`config.mk`:
```
export PLATFORM = sky130hd
export DESIGN_NAME = bus_release_arbiter
export DESIGN_NICKNAME = d
export VERILOG_FILES = /design/src/rtl/bus_release_arbiter.sv
export SDC_FILE = /design/constraint.sdc
export NUM_CORES = 1
export LEC_CHECK = 0
export ABC_AREA = 0
export BUFFER_PORTS_ARGS = -buffer_cell sky130_fd_sc_hd__buf_2
export CELL_PAD_IN_SITES_DETAIL_PLACEMENT = 1
export CELL_PAD_IN_SITES_GLOBAL_PLACEMENT = 1
export CORE_MARGIN = 2
export CORE_UTILIZATION = 30
export DETAILED_ROUTE_END_ITERATION = 10
export PLACE_DENSITY_LB_ADDON = 0.08
export SLEW_MARGIN = 20
export SYNTH_ARGS = -nofsm -noshare
export SYNTH_HDL_FRONTEND = slang
export SYNTH_SLANG_ARGS = --single-unit
```
`constraint.sdc`:
```
create_clock -name clk_sys -period 2.8 [get_ports clk_sys]
set_clock_uncertainty 0.15 [all_clocks]
set_input_delay 0.14 -clock clk_sys [delete_from_list [all_inputs] [get_ports clk_sys]]
set_output_delay 0.14 -clock clk_sys [all_outputs]
set_load 0.01 [all_outputs]
```
`src/rtl/bus_release_arbiter.sv`:
```
// bus_release_arbiter: arbitrates the system address bus between the 6502 and
// NUM_DMA DMA masters. The CPU halt/release handshake advances only on pclk1.
// Halting is held off until INPUTCTRL has been written ARM_WRITES times, or
// until bypass_arm has been seen. The block also tracks open bus and the
// previous address.
// Optional build macro: BUS_ARB_ROUND_ROBIN_EN selects round-robin winner
// selection. When it is undefined, the lowest requesting index wins.
module bus_release_arbiter #(
  parameter int NUM_DMA    = 2,
  parameter int ADDR_W     = 16,
  parameter int DATA_W     = 8,
  parameter int ARM_WRITES = 2
) (
  input  logic                      clk_sys,
  input  logic                      reset,
  input  logic                      pclk0,
  input  logic                      pclk1,
  input  logic                      bypass_arm,
  input  logic                      ctrl_write,
  input  logic [ADDR_W-1:0]         cpu_ab,
  input  logic                      cpu_rw,
  input  logic [NUM_DMA-1:0]        dma_req,
  input  logic [NUM_DMA-1:0]        dma_drive,
  input  logic [NUM_DMA*ADDR_W-1:0] dma_ab,
  input  logic [NUM_DMA:0]          rdy_in,
  input  logic [DATA_W-1:0]         read_db,
  input  logic [DATA_W-1:0]         write_db,
  output logic                      cpu_halt_n,
  output logic                      cpu_released,
  output logic                      rdy_out,
  output logic [NUM_DMA-1:0]        dma_grant,
  output logic [ADDR_W-1:0]         AB,
  output logic                      RW,
  output logic [DATA_W-1:0]         open_bus,
  output logic [ADDR_W-1:0]         last_address,
  output logic                      armed
);

  typedef enum logic [1:0] {RUN, HALT_PEND, GRANT, RESUME} state_t;

  state_t               state_q;
  logic                 halt_n_q, released_q;
  logic [NUM_DMA-1:0]   grant_q, win;
  logic [1:0]           arm_cnt_q;
  logic                 bypass_q;
  logic [DATA_W-1:0]    open_bus_q;
  logic [ADDR_W-1:0]    last_q, ab_grant, ab_wand;

  assign armed = (arm_cnt_q == 2'(ARM_WRITES)) | bypass_q;

`ifdef BUS_ARB_ROUND_ROBIN_EN
  localparam int PTR_W = (NUM_DMA > 1) ? $clog2(NUM_DMA) : 1;
  logic [PTR_W-1:0] ptr_q, win_idx;

  // Round-robin search: start just after the last granted master and wrap.
  always_comb begin
    win     = '0;
    win_idx = ptr_q;
    for (int k = NUM_DMA; k >= 1; k--) begin
      if (dma_req[(int'(ptr_q) + k) % NUM_DMA]) begin
        win     = '0;
        win[(int'(ptr_q) + k) % NUM_DMA] = 1'b1;
        win_idx = PTR_W'((int'(ptr_q) + k) % NUM_DMA);
      end
    end
  end

  // Pointer follows every nonzero grant decision.
  always_ff @(posedge clk_sys) begin
    if (reset)
      ptr_q <= '0;
    else if (pclk1 && |win &&
             (state_q == HALT_PEND || (state_q == GRANT && !(|(grant_q & dma_req)))))
      ptr_q <= win_idx;
  end
`else
  // Fixed priority: isolate the lowest set request bit.
  always_comb win = dma_req & (~dma_req + 1'b1);
`endif

  // Arm counter saturates at ARM_WRITES; bypass is sticky until reset.
  always_ff @(posedge clk_sys) begin
    if (reset) begin
      arm_cnt_q <= '0;
      bypass_q  <= 1'b0;
    end else begin
      if (bypass_arm) bypass_q <= 1'b1;
      if (ctrl_write && pclk0 && arm_cnt_q != 2'(ARM_WRITES))
        arm_cnt_q <= arm_cnt_q + 2'd1;
    end
  end

  // Halt/release handshake; the outputs are registered and change only on pclk1.
  always_ff @(posedge clk_sys) begin
    if (reset) begin
      state_q    <= RUN;
      halt_n_q   <= 1'b1;
      released_q <= 1'b0;
      grant_q    <= '0;
    end else if (pclk1) begin
      case (state_q)
        RUN: if (armed && |dma_req) begin
          halt_n_q <= 1'b0;
          state_q  <= HALT_PEND;
        end
        HALT_PEND: begin
          released_q <= 1'b1;
          grant_q    <= win;
          state_q    <= GRANT;
        end
        GRANT: if (!(|(grant_q & dma_req))) begin
          if (|dma_req) begin
            grant_q <= win;            // hand straight over, no idle slot
          end else begin
            grant_q  <= '0;
            halt_n_q <= 1'b1;
            state_q  <= RESUME;
          end
        end
        RESUME: begin
          released_q <= 1'b0;
          state_q    <= RUN;
        end
        default: state_q <= RUN;
      endcase
    end
  end

  // Address of the granted master, and the wired-AND of the CPU with every driving master.
  always_comb begin
    ab_grant = '0;
    ab_wand  = cpu_ab;
    for (int i = 0; i < NUM_DMA; i++) begin
      if (grant_q[i])   ab_grant = ab_grant | dma_ab[i*ADDR_W +: ADDR_W];
      if (dma_drive[i]) ab_wand  = ab_wand & dma_ab[i*ADDR_W +: ADDR_W];
    end
  end

  assign AB      = released_q ? (|grant_q ? ab_grant : last_q) : ab_wand;
  assign RW      = released_q ? 1'b1 : cpu_rw;
  assign rdy_out = &rdy_in;

  // Open bus and the previous address are captured on every clock.
  always_ff @(posedge clk_sys) begin
    if (reset) begin
      open_bus_q <= '0;
      last_q     <= '0;
    end else begin
      open_bus_q <= ~RW ? write_db : read_db;
      last_q     <= AB;
    end
  end

  assign cpu_halt_n   = halt_n_q;
  assign cpu_released = released_q;
  assign dma_grant    = grant_q;
  assign open_bus     = open_bus_q;
  assign last_address = last_q;

endmodule

```
==> results.toml, run 1 <==
[global_route]
pin_count_of_the_biggest_net_entering_global_routing = 20
grt_first_pass_wirelength_um = 10600
grt_antenna_before_repair = 0
first_global_vias = 2277
grt-ovfl-total = 0
groute.usage.overall_pct = 21.0

[yosys]
synth.ff_latch_count = 33
synth.area.mux_share_pct = 9.76
number_of_instances_in_the_synthesized_netlist = 198
dominant_combinational_cell_family_by_area_after_synthesis = "compound AO/OA/AOI/OAI gates"
yosys.area_share.simple_pct = 14.0
synthesis.area_um2 = 1740
synth.yosys.warnings = 0
synth.avg_cell_area_um2 = 8.81
syn_nets = 281
synth-compound-area-share_pct = 29.2
synth_sequential_area_ratio_pct = 37.9
synth_fa_ha_area_share_pct = 3.59
synth_cell_type_count = 31
synth_xor_area_share_pct = 0.502

[clock_tree]
cts_max_path_buffers = 2
clock_pin_slew_of_the_registers_on_the_worst_case_setup_and_hold_paths_ns = 0.07
cts_made_buffers = 5
clock_tree.htree_level_count = 2
clock_sink_count = 33
clock_tree_from_tritoncts = "yes"
clock_latency_late_sink_ns = 0.28
cts.repair_timing.setup_buffer_count = 0
clockRootBuffer = "clkbuf_8"

[hold_path]
min-delay-start = "dma_req[0]"
timing.hold.worst_path_depth = 3
min_to = "dma_grant[0]"
hold_path_class = "primary input to flop"

[floorplan]
floorplan.die_area_um2 = 6440
io_pins = 125
coreArea_um2 = 5570
start_util_pct = 31.3
std_cell_rows = 27
die_y_um = 80.3
chipWidth_um = 80.3

[cells_and_area]
layout.area.seq_um2 = 661
postLayoutCoreUtil_pct = 48.2
antenna-diode-count = 0
final_layout_size_suffix_gt1_share_pct = 40.1
stdcell_area_um2 = 2690
num-fill-cells = 704
nets = 421
area_delta_synth_final_pct = 54.0
multi_input_area_um2 = 995

[setup_path]
crit_path_max_fanout = 9
criticalPathCategory = "flop to flop"
critical_path.startpoint = "cpu_released"
worstReg2RegEnd = "open_bus[2]"
ff2ff_path_depth = 5
nature_of_the_critical_path_endpoint = "flop"
critPathLaunchType = "flop"
arrival_time_worst_endpoint_ns = 2.08
worstPathRequired_ns = 2.82
reg2reg_from = "cpu_released"
timing.reg2reg.setup_slack_ns = 0.74

[route]
avgRoutedWirePerCell_um = 16.0
detailedRoute.firstIterationViolations = 68
ant_nets = 0
detailedRoute.firstPassIterationCount = 4
routed_via_density = 5.09
routed_wl_um = 6570
route.vias.total = 2093
remaining_design_rule_violation_count = 0

[timing]
max_slew.worst_pin.slew_ns = 0.722
period_minus_slack_ns = 2.06
fmax_mhz = 485
worst_slew_margin_rel_pct = 51.8
hold_ws_ns = 0.0310
timing.final.crit_share_pct = 73.6
rsz0062_at_grt = "no"
timing.final.hold_violations = 0
setup_viol_count_final = 0
fin_setup_tns_ns = 0
report.final.slew_viol_count = 0

[placed_design]
dpl.hpwl_um = 4640
place.port_buffers = 124
placement.cell_area_um2 = 2430
finalWeightedCongestion = 0.799

[run]
timing.max_cap.violations = 0

[power_and_ir_drop]
total_power_uw = 1210
max-vdd-ir-drop_mv = 0.254
p_per_area_nw_per_um2 = 452
p_leak_uw = 0.00130

[status]
outcome = "finished, final reports clean"
## registers in the layout (all words and copies together) (netlist names)
| register | cells |
|---|---|
| last_address | 16 |
| open_bus | 8 |
| arm_cnt_q | 2 |
| dma_grant | 2 |
| state_q | 2 |
| bypass_q | 1 |
| cpu_halt_n | 1 |
| cpu_released | 1 |
## where the power goes
group / switching, µW / total, µW / internal, µW
Sequential: 17.2 / 521 / 503
Clock: 169 / 346 / 177
Combinational: 181 / 346 / 166
## cell usage after synthesis (all sizes together)
| cell | instances | area share, % |
|---|---|---|
| or3b | 1 | 0.50 |
| dfxtp | 33 | 38 |
| ha | 5 | 3.6 |
| o311ai | 1 | 0.50 |
| a21oi | 27 | 7.7 |
| o22ai | 1 | 0.36 |
| o221ai | 16 | 8.0 |
| inv | 9 | 1.9 |
| clkbuf | 6 | 1.3 |
| buf | 6 | 1.6 |
| or3 | 1 | 0.36 |
| o41ai | 1 | 0.50 |
| o211ai | 2 | 0.86 |
| clkinv | 1 | 0.22 |
| mux2i | 17 | 9.8 |
| and3 | 1 | 0.36 |
| nand2 | 19 | 4.1 |
| and2 | 16 | 5.7 |
| or2 | 2 | 0.72 |
| o21ai | 2 | 0.57 |
| a311oi | 1 | 0.50 |
| xnor2 | 1 | 0.50 |
| a211oi | 1 | 0.43 |
| o31ai | 1 | 0.43 |
| a22o | 17 | 8.5 |
| nor2 | 9 | 2.2 |
| a22oi | 1 | 0.72 |
## per-stage QoR
stage / setup slack (ns) / instances
2_1_floorplan: 1.12 / 198
3_3_place_gp: 1.05 / 385
3_5_place_dp: 1.04 / 385
4_1_cts: 0.713 / 411
5_1_grt: 0.589 / 411
6_report: 0.739 / 411
## placed cells by master (no fill, tap or decap), types with 7 or more instances in the layout
cell type / n
a22o_1: 17
mux2i_1: 17
o221ai_1: 16
buf_2: 124
nor2_1: 7
dlygate4sd3_1: 18
inv_1: 9
a21oi_1: 27
nand2_1: 19
dfxtp_1: 33
and2_1: 16
## layout make-up
type,instances,area share [%]
Multi-Input combinational cell,143,37.0
Inverter,10,1.40
Tap cell,72,3.35
Timing Repair Buffer,145,30.6
Clock buffer,8,2.98
Sequential cell,33,24.6
## per-layer routing
layer  vias to the layer above  wire length, µm  track usage, %
li1                       1009                -               -
met1                       988             2680            23.3
met2                        91             3300            38.5
met3                         5              536            5.51
met4                         0               65            7.12
met5                         -                0               0
## worst max path at each step
stage | to
floorplan | last_address[10]
global placement | AB[11]
detailed placement | AB[5]
CTS | AB[5]
global route | open_bus[2]
finish | open_bus[2]
## timing repair
item	CTS	global route
endpoints found under the hold margin	10	0
resized for setup	0	0
hold buffers	18	0
## logic make-up after synthesis
family | Yosys count
AOI/OAI and AO/OA | 71
and+or+nand+nor | 49
DFF | 33
buffers and inverters | 22
muxes | 17
adders and majority gates | 5
xor gates and xnor gates | 1
## critical path, cell delays in order (launching register included)
cell	delay, ns
dfxtp_1	0.33
nor2_2	0.33
clkinv_1	0.33
nand2_1	0.16
a21oi_1	0.08
dlygate4sd3_1	0.58
Note: power is estimated with default switching activity, not from simulation.
==> inputs of run 2 (changes only) <==
- CORE_UTILIZATION: 30 -> 25
- clock period: 2.8 -> 1.8 ns (I/O delays scaled with it)
==> results.toml, run 2 (same netlist as run 1, synthesis figures left out) <==
[status]
outcome = "finished, final reports clean"

[power_and_ir_drop]
p_per_area_nw_per_um2 = 691
max-vdd-ir-drop_mv = 0.238
p_leak_uw = 0.00141
total_power_uw = 2010

[route]
routed_wl_um = 6620
routed_via_density = 4.80
detailedRoute.firstIterationViolations = 40
avgRoutedWirePerCell_um = 15.2
detailedRoute.firstPassIterationCount = 4
remaining_design_rule_violation_count = 0
route.vias.total = 2084
ant_nets = 0

[timing]
hold_ws_ns = 0.0388
setup_viol_count_final = 0
period_minus_slack_ns = 1.76
max_slew.worst_pin.slew_ns = 0.563
timing.final.crit_share_pct = 98.0
worst_slew_margin_rel_pct = 62.4
fmax_mhz = 567
timing.final.hold_violations = 0
report.final.slew_viol_count = 0

[setup_path]
worstPathRequired_ns = 1.56
nature_of_the_critical_path_endpoint = "primary output"
path_cells = "buf_8, nor2_4, buf_6, a21oi_1, mux2i_1, buf_2"
worst_path_dominant_cell_family = "buffers and inverters"
cp.buffers_inverters = 3
crit_path_max_fanout = 7
critPathLaunchType = "flop"
arrival_time_worst_endpoint_ns = 1.52
critical_path.slowest_cell = "dfxtp_4"
criticalPathCategory = "flop to primary output"
critical-path-max-stage-delay_ns = 0.35

[floorplan]
die_y_um = 87.5
start_util_pct = 25.8
std_cell_rows = 30
floorplan.die_area_um2 = 7660
chipWidth_um = 87.5
coreArea_um2 = 6760
io_pins = 125

[global_route]
grt_first_pass_wirelength_um = 10200
pin_count_of_the_biggest_net_entering_global_routing = 19
groute.usage.overall_pct = 17.0
grt_antenna_before_repair = 0
first_global_vias = 2084
grt-ovfl-total = 0

[cells_and_area]
antenna-diode-count = 0
num-fill-cells = 861
multi_input_area_um2 = 1020
layout.cells.most_common_list = "buf_2 (124), dfxtp_1 (28), a21oi_1 (23)"
final_layout_size_suffix_gt1_share_pct = 46.3
final_common_cell = "buf_2"
max_reg_flops = 16
area_delta_synth_final_pct = 66.6
layout.area.seq_um2 = 672
nets = 436

[hold_path]
hold_path_class = "primary input to flop"

[clock_tree]
clock_tree_from_tritoncts = "yes"
clock_sink_count = 33
clockRootBuffer = "clkbuf_8"
clock_pin_slew_of_the_registers_on_the_worst_case_setup_and_hold_paths_ns = 0.07
cts_made_buffers = 5
clock_latency_late_sink_ns = 0.28
clock_tree.htree_level_count = 2
cts_max_path_buffers = 2

[run]
timing.max_cap.violations = 0

[placed_design]
dpl.hpwl_um = 4980
place.port_buffers = 124
finalWeightedCongestion = 0.758
-- run 2: cell count changes in the layout (fill, tap and decap cells not counted), sizes merged --
cell         previous run  this run
buf                   127       140
clkinvlp                0         2
clkbuf                  8         7
dlygate4sd3            18        19
-- run 2: where the power goes --
part | switching [µW] | internal, µW
registers | 33.9 | 783
clock network | 264 | 346
logic | 290 | 292
total | 588 | 1420
-- run 2: worst paths after layout --
| kind | start | end | slack, ns | cells after the start |
|---|---|---|---|---|
| setup / recovery | dma_grant[1] | AB[3] | 0.04 | 6 |
| hold / removal | reset | dma_grant[1] | 0.04 | 3 |
| setup reg to reg | state_q[0] | state_q[0] | 0.12 | 5 |
| hold reg to reg | state_q[0] | cpu_released | 0.34 | 1 |
-- run 2: timing repair --
item                                    in CTS  in global routing
endpoints found under the hold margin       13                  0
hold buffers                                19                  0
endpoints found under the setup margin      15                 27
gates resized for setup                      1                 20
setup buffers                                0                  4
pin swaps                                    0                  3
cloned                                       0                  2
-- run 2: metrics by stage --
step                setup slack, ns  area [µm²]  setup TNS, ns  std cells  util (%)
floorplan                     0.119        1740              0        198         -
global placement              0.122        2500              0        401      36.9
detailed placement           0.0878        2500              0        401      36.9
CTS                        -0.00265        2790       -0.00265        428      41.3
global route                -0.0435        2910        -0.0545        434      43.0
finish                       0.0352        2910              0        434      43.0
-- run 2: layer usage --
layer	vias to the layer above	routed length (µm)	global-route usage (%)
met5	-	0	0
met4	0	56	4.48
met3	4	304	3.51
met2	59	3400	29.8
met1	979	2850	21.1
li1	1042	-	-
-- run 2: area by class of cell --
type / instances / area share [%]
multi-input cells: 143 / 35.3
repair inverters: 1 / 0.258
clock inverters: 1 / 0.172
repair buffers: 159 / 33.0
clock buffers: 7 / 3.32
inverters: 10 / 1.42
well taps: 80 / 3.45
flip-flops and latches: 33 / 23.1
-- run 2: worst register-to-register path, cell delays in order, from the launching register on --
cell     delay, ns
dfxtp_2       0.36
inv_1         0.08
ha_1          0.25
a22o_1        0.28
or3_1         0.35
a21oi_1       0.14
==> inputs of run 3 (changes only) <==
- CORE_UTILIZATION: 25 -> 26
- CTS_BUF_LIST: unset -> sky130_fd_sc_hd__clkbuf_4
==> results.toml, run 3 (same netlist as run 1, synthesis figures left out) <==
[run]
timing.max_cap.violations = 0

[cells_and_area]
nets = 438
area_delta_synth_final_pct = 63.2
final_layout_size_suffix_gt1_share_pct = 44.1
final_common_cell = "buf_2"
max_reg_flops = 16
antenna-diode-count = 0
layout.cells.most_common_list = "buf_2 (124), dfxtp_1 (29), a21oi_1 (24), dlygate4sd3_1 (24), nand2_1 (19)"

[route]
route.vias.total = 2147
routed_wl_um = 7020
remaining_design_rule_violation_count = 0
detailedRoute.firstPassIterationCount = 4
routed_via_density = 4.96
avgRoutedWirePerCell_um = 16.2
detailedRoute.firstIterationViolations = 58
ant_nets = 0

[power_and_ir_drop]
p_per_area_nw_per_um2 = 636
p_leak_uw = 0.00137
max-vdd-ir-drop_mv = 0.287

[timing]
timing.final.crit_share_pct = 96.7
rsz0062_at_grt = "yes"
max_slew.worst_pin.slew_ns = 0.525
worst_slew_margin_rel_pct = 65.0
period_minus_slack_ns = 1.74
report.final.slew_viol_count = 0
setup_viol_count_final = 0
hold_ws_ns = 0.0194
layout_setup_ws_ns = 0.0586
timing.final.hold_violations = 0
fmax_mhz = 574

[setup_path]
worst_path_dominant_cell_family = "flip-flops"
cp.buffers_inverters = 2
arrival_time_worst_endpoint_ns = 1.50
timing.reg2reg.setup_slack_ns = 0.12
nature_of_the_critical_path_endpoint = "primary output"
critical_path.slowest_cell = "dfxtp_4"
critPathLaunchType = "flop"
criticalPathCategory = "flop to primary output"
critical-path-max-stage-delay_ns = 0.38
path_cells = "nor2_2, buf_6, a21oi_1, mux2i_1, buf_2"
worstPathRequired_ns = 1.56
crit_path_max_fanout = 16

[global_route]
groute.usage.overall_pct = 18.6
grt_antenna_before_repair = 0
grt_first_pass_wirelength_um = 10900
grt-ovfl-total = 0
first_global_vias = 2219
pin_count_of_the_biggest_net_entering_global_routing = 19

[placed_design]
place.port_buffers = 124
finalWeightedCongestion = 0.794
pre_cts_ws_ns = 0.0921
dpl.hpwl_um = 4970

[floorplan]
start_util_pct = 27.2
floorplan.die_area_um2 = 7380
chipWidth_um = 85.9
coreArea_um2 = 6420
die_y_um = 85.9
io_pins = 125
std_cell_rows = 29

[status]
outcome = "finished, final reports clean"

[hold_path]
hold_path_class = "primary input to flop"

[clock_tree]
clock_tree.htree_level_count = 2
cts_made_buffers = 5
clockRootBuffer = "clkbuf_4"
clock_tree_from_tritoncts = "yes"
clock_latency_late_sink_ns = 0.34
cts_max_path_buffers = 2
clock_sink_count = 33
clock_pin_slew_of_the_registers_on_the_worst_case_setup_and_hold_paths_ns = 0.12
run 3: changes by cell type in the layout (fill, tap and decap cells not counted), sizes merged:
cell         delta
dlygate4sd3     +5
buf             -2
clkbuf          -2
clkinv          +2
clkinvlp        -1
run 3: worst paths after layout:
path | from | to | depth (start not counted)
min reg2reg | state_q[0] | cpu_released | 1
max | dma_grant[0] | AB[4] | 5
max reg2reg | state_q[0] | state_q[0] | 5
min | cpu_ab[0] | last_address[0] | 4
run 3: area by class of cell:
class | instances | area [µm²]
timing repair buffer | 162 | 981
sequential | 33 | 671
tap | 77 | 96.3
clock buffer | 5 | 37.5
multi-input combinational | 143 | 1010
fill | 806 | 3580
clock inverter | 3 | 17.5
inverter | 10 | 37.5
run 3: worst reg2reg max path, cell delays in order (launching register included):
cell	delay, ns
dfxtp_2	0.37
inv_1	0.08
ha_1	0.25
a22o_1	0.28
or3_1	0.36
a21oi_1	0.13
run 3: power breakdown:
part	switching (µW)	internal (µW)	total [µW]
registers	33.5	782	816
logic	286	286	572
clock network	275	147	423
run 3: per-layer routing:
layer  wire (µm)  share of wire (%)  track usage [%]
met5           0                  0                0
met3         342                4.9             3.56
met1        2910                 41             22.2
met2        3720                 53             34.5
met4          49               0.70             3.61
run 3: timing repair:
action / 4_1_cts / 5_1_grt
buffers inserted: 0 / 5
hold endpoints to repair: 16 / 0
hold buffers: 24 / 0
endpoints found under the setup margin: 16 / 17
resized for setup: 8 / 5
run 3: stage by stage:
step | std cells | total power (µW) | instance area [µm²] | utilization [%] | TNS, ns
6_report | 433 | 1810 | 2850 | 44.3 | 0
5_1_grt | 433 | 1930 | 2850 | 44.3 | -0.382
4_1_cts | 428 | 1820 | 2790 | 43.5 | 0
3_5_place_dp | 396 | 1350 | 2480 | 38.6 | 0
3_3_place_gp | 396 | 1340 | 2480 | 38.6 | 0
2_1_floorplan | 198 | 1090 | 1740 | - | 0
